### src/rtl/multicycle_control.sv
// rtl/multicycle_control.sv - Moore control FSM for the shared multicycle MIPS datapath
//
// Sequences one memory, one ALU, IR, PC and register file through
// fetch/decode/execute/writeback for R-type, lw, sw and beq.
// Optional: define MULTICYCLE_JUMP_EN to add the JUMP state for opcode 000010.
//
// Ports:
//   clk, rstN       rising-edge clock, asynchronous active-low reset
//   opcode          IR[31:26], valid from DECODE onward
//   memReady        memory completes the current access this cycle
//   pcWrite, pcWriteCond, iorD, memRead, memWrite, irWrite,
//   memToReg, regDst, regWrite, ALUSrcA, ALUSrcB, ALUOp, pcSource
//                   datapath controls
//   illegalOp       one-cycle pulse in DECODE on an unsupported opcode
//   stateOut        current state encoding (debug)
//   instrCount      retired-instruction counter, wraps

module multicycle_control #(
  parameter int COUNT_WIDTH = 32
) (
  input  logic                   clk,
  input  logic                   rstN,
  input  logic [5:0]             opcode,
  input  logic                   memReady,
  output logic                   pcWrite,
  output logic                   pcWriteCond,
  output logic                   iorD,
  output logic                   memRead,
  output logic                   memWrite,
  output logic                   irWrite,
  output logic                   memToReg,
  output logic                   regDst,
  output logic                   regWrite,
  output logic                   ALUSrcA,
  output logic [1:0]             ALUSrcB,
  output logic [1:0]             ALUOp,
  output logic [1:0]             pcSource,
  output logic                   illegalOp,
  output logic [3:0]             stateOut,
  output logic [COUNT_WIDTH-1:0] instrCount
);

  localparam logic [5:0] OP_RTYPE = 6'b000000;
  localparam logic [5:0] OP_LW    = 6'b100011;
  localparam logic [5:0] OP_SW    = 6'b101011;
  localparam logic [5:0] OP_BEQ   = 6'b000100;
`ifdef MULTICYCLE_JUMP_EN
  localparam logic [5:0] OP_J     = 6'b000010;
`endif

  typedef enum logic [3:0] {
    S_FETCH   = 4'd0,
    S_DECODE  = 4'd1,
    S_MEMADR  = 4'd2,
    S_MEMRD   = 4'd3,
    S_MEMWB   = 4'd4,
    S_MEMWR   = 4'd5,
    S_EXECUTE = 4'd6,
    S_ALUWB   = 4'd7,
`ifdef MULTICYCLE_JUMP_EN
    S_BRANCH  = 4'd8,
    S_JUMP    = 4'd9
`else
    S_BRANCH  = 4'd8
`endif
  } state_t;

  localparam logic [COUNT_WIDTH-1:0] COUNT_ONE = {{(COUNT_WIDTH-1){1'b0}}, 1'b1};

  state_t                 state_q, state_d;
  logic [COUNT_WIDTH-1:0] count_q, count_d;

  logic       retire;
  logic       pc_write, pc_write_cond, ior_d, mem_read, mem_write, ir_write;
  logic       mem_to_reg, reg_dst, reg_write, alu_src_a, illegal_op;
  logic [1:0] alu_src_b, alu_op, pc_source;

  always_ff @(posedge clk or negedge rstN) begin
    if (!rstN) begin
      state_q <= S_FETCH;
      count_q <= '0;
    end else begin
      state_q <= state_d;
      count_q <= count_d;
    end
  end

  always_comb begin
    state_d       = S_FETCH;
    retire        = 1'b0;
    pc_write      = 1'b0;
    pc_write_cond = 1'b0;
    ior_d         = 1'b0;
    mem_read      = 1'b0;
    mem_write     = 1'b0;
    ir_write      = 1'b0;
    mem_to_reg    = 1'b0;
    reg_dst       = 1'b0;
    reg_write     = 1'b0;
    alu_src_a     = 1'b0;
    alu_src_b     = 2'b00;
    alu_op        = 2'b00;
    pc_source     = 2'b00;
    illegal_op    = 1'b0;

    case (state_q)
      S_FETCH: begin
        mem_read  = 1'b1;
        alu_src_b = 2'b01;
        // IR and PC+4 commit only on the cycle the read actually completes
        ir_write  = memReady;
        pc_write  = memReady;
        state_d   = memReady ? S_DECODE : S_FETCH;
      end
      S_DECODE: begin
        alu_src_b = 2'b11;
        case (opcode)
          OP_RTYPE:      state_d = S_EXECUTE;
          OP_LW, OP_SW:  state_d = S_MEMADR;
          OP_BEQ:        state_d = S_BRANCH;
`ifdef MULTICYCLE_JUMP_EN
          OP_J:          state_d = S_JUMP;
`endif
          default: begin
            illegal_op = 1'b1;
            state_d    = S_FETCH;
          end
        endcase
      end
      S_MEMADR: begin
        alu_src_a = 1'b1;
        alu_src_b = 2'b10;
        if (opcode == OP_LW)      state_d = S_MEMRD;
        else if (opcode == OP_SW) state_d = S_MEMWR;
        else                      state_d = S_FETCH;
      end
      S_MEMRD: begin
        mem_read = 1'b1;
        ior_d    = 1'b1;
        state_d  = memReady ? S_MEMWB : S_MEMRD;
      end
      S_MEMWB: begin
        reg_write  = 1'b1;
        mem_to_reg = 1'b1;
        retire     = 1'b1;
      end
      S_MEMWR: begin
        mem_write = 1'b1;
        ior_d     = 1'b1;
        retire    = memReady;
        state_d   = memReady ? S_FETCH : S_MEMWR;
      end
      S_EXECUTE: begin
        alu_src_a = 1'b1;
        alu_op    = 2'b10;
        state_d   = S_ALUWB;
      end
      S_ALUWB: begin
        reg_write = 1'b1;
        reg_dst   = 1'b1;
        retire    = 1'b1;
      end
      S_BRANCH: begin
        alu_src_a     = 1'b1;
        alu_op        = 2'b01;
        pc_write_cond = 1'b1;
        pc_source     = 2'b01;
        retire        = 1'b1;
      end
`ifdef MULTICYCLE_JUMP_EN
      S_JUMP: begin
        pc_write  = 1'b1;
        pc_source = 2'b10;
        retire    = 1'b1;
      end
`endif
      default: state_d = S_FETCH;
    endcase

    count_d = retire ? count_q + COUNT_ONE : count_q;
  end

  // Reset must silence every strobe at once, not at the next edge
  assign pcWrite     = rstN & pc_write;
  assign pcWriteCond = rstN & pc_write_cond;
  assign iorD        = rstN & ior_d;
  assign memRead     = rstN & mem_read;
  assign memWrite    = rstN & mem_write;
  assign irWrite     = rstN & ir_write;
  assign memToReg    = rstN & mem_to_reg;
  assign regDst      = rstN & reg_dst;
  assign regWrite    = rstN & reg_write;
  assign ALUSrcA     = rstN & alu_src_a;
  assign ALUSrcB     = rstN ? alu_src_b : 2'b00;
  assign ALUOp       = rstN ? alu_op    : 2'b00;
  assign pcSource    = rstN ? pc_source : 2'b00;
  assign illegalOp   = rstN & illegal_op;
  assign stateOut    = rstN ? state_q   : 4'd0;
  assign instrCount  = rstN ? count_q   : '0;

endmodule

### config.mk
export PLATFORM = sky130hd
export DESIGN_NAME = multicycle_control
export DESIGN_NICKNAME = d
export VERILOG_FILES = /design/src/rtl/multicycle_control.sv
export SDC_FILE = /design/constraint.sdc
export NUM_CORES = 1
export LEC_CHECK = 0
export CORE_MARGIN = 2
export CORE_UTILIZATION = 50
export CTS_BUF_LIST = sky130_fd_sc_hd__clkbuf_4
export DETAILED_ROUTE_END_ITERATION = 12
export GPL_TIMING_DRIVEN = 1
export PLACE_DENSITY = 0.82
export SYNTH_ARGS = -nofsm -noshare
export SYNTH_HDL_FRONTEND = slang
export SYNTH_SLANG_ARGS = --single-unit
### constraint.sdc
create_clock -name clk -period 2.3 [get_ports clk]
set_clock_uncertainty 0.05 [all_clocks]
set_input_delay 0.345 -clock clk [delete_from_list [all_inputs] [get_ports clk]]
set_output_delay 0.345 -clock clk [all_outputs]
set_load 0.005 [all_outputs]
==> flow_metrics.py <==
metrics = {
    "status": {
        "outcome": "finished, final reports clean",
    },
    "run": {
        "max_cap_violations": 0,
    },
    "sta": {
        "fmax_mhz": 447.7,
        "hold_slack_ns": 0.02255,
        "finalWorstPathRequiredPeriod_ns": 2.234,
        "timing.max_slew.rel_slack_pct": 63.63,
        "totalNegativeSetupSlack_ns": 0,
        "final-hold-violation-count": 0,
        "worst_max_slew_pin_slew_ns": 0.5455,
        "final.period_utilization_pct": 97.12,
        "setup_viol_count_final": 0,
        "rsz0062_at_grt": "true",
        "number_of_slew_limit_violations_in_the_final_report": 0,
    },
    "cts": {
        "cts.sink_count": 36,
        "tritoncts": "built",
        "cts.clk_slew.worst_paths_ns": 0.11,
        "cts_max_path_buffers": 2,
        "root_buffer": "clkbuf_4",
        "h-tree-depth": 2,
        "cts-buffers-inserted": 5,
        "insertion_delay_ns": 0.34,
    },
    "setup_path": {
        "worst-path-max-fanout": 6,
        "cp_data_required_time_ns": 1.90,
        "crit_path_end_kind": "output pin",
        "startpoint_type": "flip-flop",
        "critPathArrivalTime_ns": 1.84,
        "setup.reg_to_reg.worst_slack_ns": 0.15,
        "critical_path_class": "reg2out",
    },
    "logic_synthesis": {
        "synth.ff_latch_count": 36,
        "ys_top_cells_by_area": "dfrtp_1 39%, and2_1 10%, xor2_1 8.0%",
        "yosys.cell_types.count": 43,
        "synth.most_common_cell": "and2_1",
        "synthTopCellsByCount": "37 x and2_1, 36 x dfrtp_1, 21 x nand2_1, 21 x xor2_1, 20 x nor3_1",
        "synth_area_leader_cell": "dfrtp_1",
        "synthesis.instances": 248,
        "async_sr_flop_fraction_pct": 100.0,
        "synthDominantCellAreaShare_pct": 39.34,
        "synth_ff_type": "dfrtp_1",
        "synth_enable_flop_cells": 0,
        "synthesis.area_per_instance_sq_um": 9.233,
        "synthesis_warning_total": 0,
        "synthesis.area_sq_mm": 0.002290,
        "synth.yosys.seq_area_share_pct": 39.34,
        "synth.net_count": 258,
    },
    "min_path": {
        "hp-class": "in2async",
    },
    "power": {
        "power.density_cell_area_mw_per_mm2": 428.9,
        "combPwrFrac_pct": 16.1,
        "power_mw": 1.343,
        "worst_ir_drop_on_vdd_v": 0.0004642,
        "p_switching_uw": 353.4,
        "p_leak_nw": 1.394,
        "power.clock.fraction_pct": 32.9,
        "power_switching_share_pct": 26.31,
        "intPower_uw": 989.9,
        "power.sequential.fraction_pct": 51.1,
    },
    "floorplanning": {
        "fp.dieH_um": 71.67,
        "top_level_pins": 62,
        "start_util_pct": 52.23,
        "die-width_um": 71.67,
        "rows": 24,
        "design.die.area_sq_mm": 0.005137,
        "coreArea_sq_mm": 0.004384,
    },
    "grt": {
        "grt_remaining_overflow": 0,
        "grt_antenna_before_repair": 0,
        "largest_net_degree_at_the_start_of_global_routing": 72,
        "grt_pass1_vias": 1869,
        "groute.usage.overall_pct": 21.41,
        "wire_length_of_the_first_global_routing_pass_mm": 8.742,
    },
    "routing": {
        "final_antenna_net_count": 0,
        "drt-wirelength-per-cell_um": 14.01,
        "routed_wl_mm": 5.198,
        "final_routed_drc_violation_total": 0,
        "detail_route.vias_per_cell": 5.429,
        "dr_total_vias": 2014,
        "drtIter0Drc": 121,
        "detailedRoute.firstPassIterationCount": 4,
    },
    "placement": {
        "place_area_sq_mm": 0.002938,
        "place_congestion": 0.7679,
        "dpl.hpwl_mm": 3.637,
        "port_buffers": 60,
    },
    "cells_and_area": {
        "antennaDiodeCount": 0,
        "syn_to_final_growth_pct": 36.78,
        "finish.instance_area_sq_mm": 0.003132,
        "post_route_cells_drive_above_1_share_pct": 15.36,
        "num-nets-final": 328,
        "layout.filler_cells": 338,
    },
}
-- worst paths after layout --
check | start | to | cells past startpoint
worst min register to register | count_q[31] | count_q[31] | 1
worst min-delay path | rstN | count_q[26] | 2
min in group clk | count_q[31] | count_q[31] | 1
worst max-delay path | state_q[3] | pcWrite | 4
worst max register to register | state_q[3] | count_q[13] | 6
max in group asynchronous | rstN | state_q[0] | 2
-- cell families after synthesis --
family / synth area share (%)
mux: 0.9289
simple gates: 35.46
flops: 39.34
xor+xnor: 12.62
other cells: 0.1638
compound gates: 6.558
buf+inv: 4.372
fa+ha+maj: 0.5464
-- registers in the layout, indices dropped and copies added (netlist names) --
register	count
count_q	32
state_q	4
-- worst max-delay path, stage by stage, from the launching register on --
cell and delay (ns):
dfrtp_2 0.47, nor2_1 0.25, nand2_1 0.11, nor3_2 0.14, clkdlybuf4s50_1 0.53
-- power groups by stage --
stage | combinational, mW | clock (mW) | sequential, mW
detailed placement | 0.197 | 0 | 0.700
global route | 0.238 | 0.468 | 0.691
floorplan | 0.0993 | 0 | 0.688
CTS | 0.215 | 0.445 | 0.685
finish | 0.216 | 0.441 | 0.686
global placement | 0.189 | 0 | 0.700
-- cells in the final DEF, fill, tap and decap left out, drive strengths merged, types with 2 or more instances in the layout --
cell type,n
xnor2,12
o21ai,6
nand4,5
and3,3
and4,3
nor2b,2
clkdlybuf4s50,57
o221ai,2
and2,37
or2,2
dfrtp,36
o21a,2
nand4b,2
nor3,22
nand3,7
nand2,21
xor2,21
clkinv,2
buf,17
nor2,18
nor4,8
o2111ai,3
inv,8
clkbuf,5
a21oi,2
nand2b,4
-- routing by layer --
| layer | global-route usage [%] | wire length [um] | vias to the layer above |
|---|---|---|---|
| li1 | - | - | 982 |
| met1 | 28.31 | 2325 | 969 |
| met2 | 35.70 | 2587 | 57 |
| met3 | 4.782 | 238 | 6 |
| met4 | 5.660 | 46 | 0 |
| met5 | 0 | 0 | - |
-- per-stage QoR --
stage / setup slack (ns) / utilization, % / instances
after floorplan: 0.4423 / - / 248
after global placement: 0.1327 / 67.01 / 353
after detailed placement: 0.04636 / 67.01 / 353
after CTS: 0.01456 / 70.49 / 370
after global routing: -0.02523 / 71.43 / 371
final: 0.06620 / 71.43 / 371
-- area by class of cell --
class	instances	area [sq um]	share of cell area, %
well taps	52	65.06	2.078
clock inverters	3	37.54	1.199
repair buffers	76	733.2	23.41
clock buffers	5	37.54	1.199
multi-input cells	191	1323	42.23
flip-flops and latches	36	905.9	28.93
inverters	8	30.03	0.9589
-- repair_timing --
action / CTS / global route
resized for setup: 6 / 9
buffers inserted: 9 / 1
endpoints found under the setup margin: 11 / 12
pin swaps: 1 / 0
hold buffers: 0 / 0
Note: power is estimated with default switching activity, not from simulation.
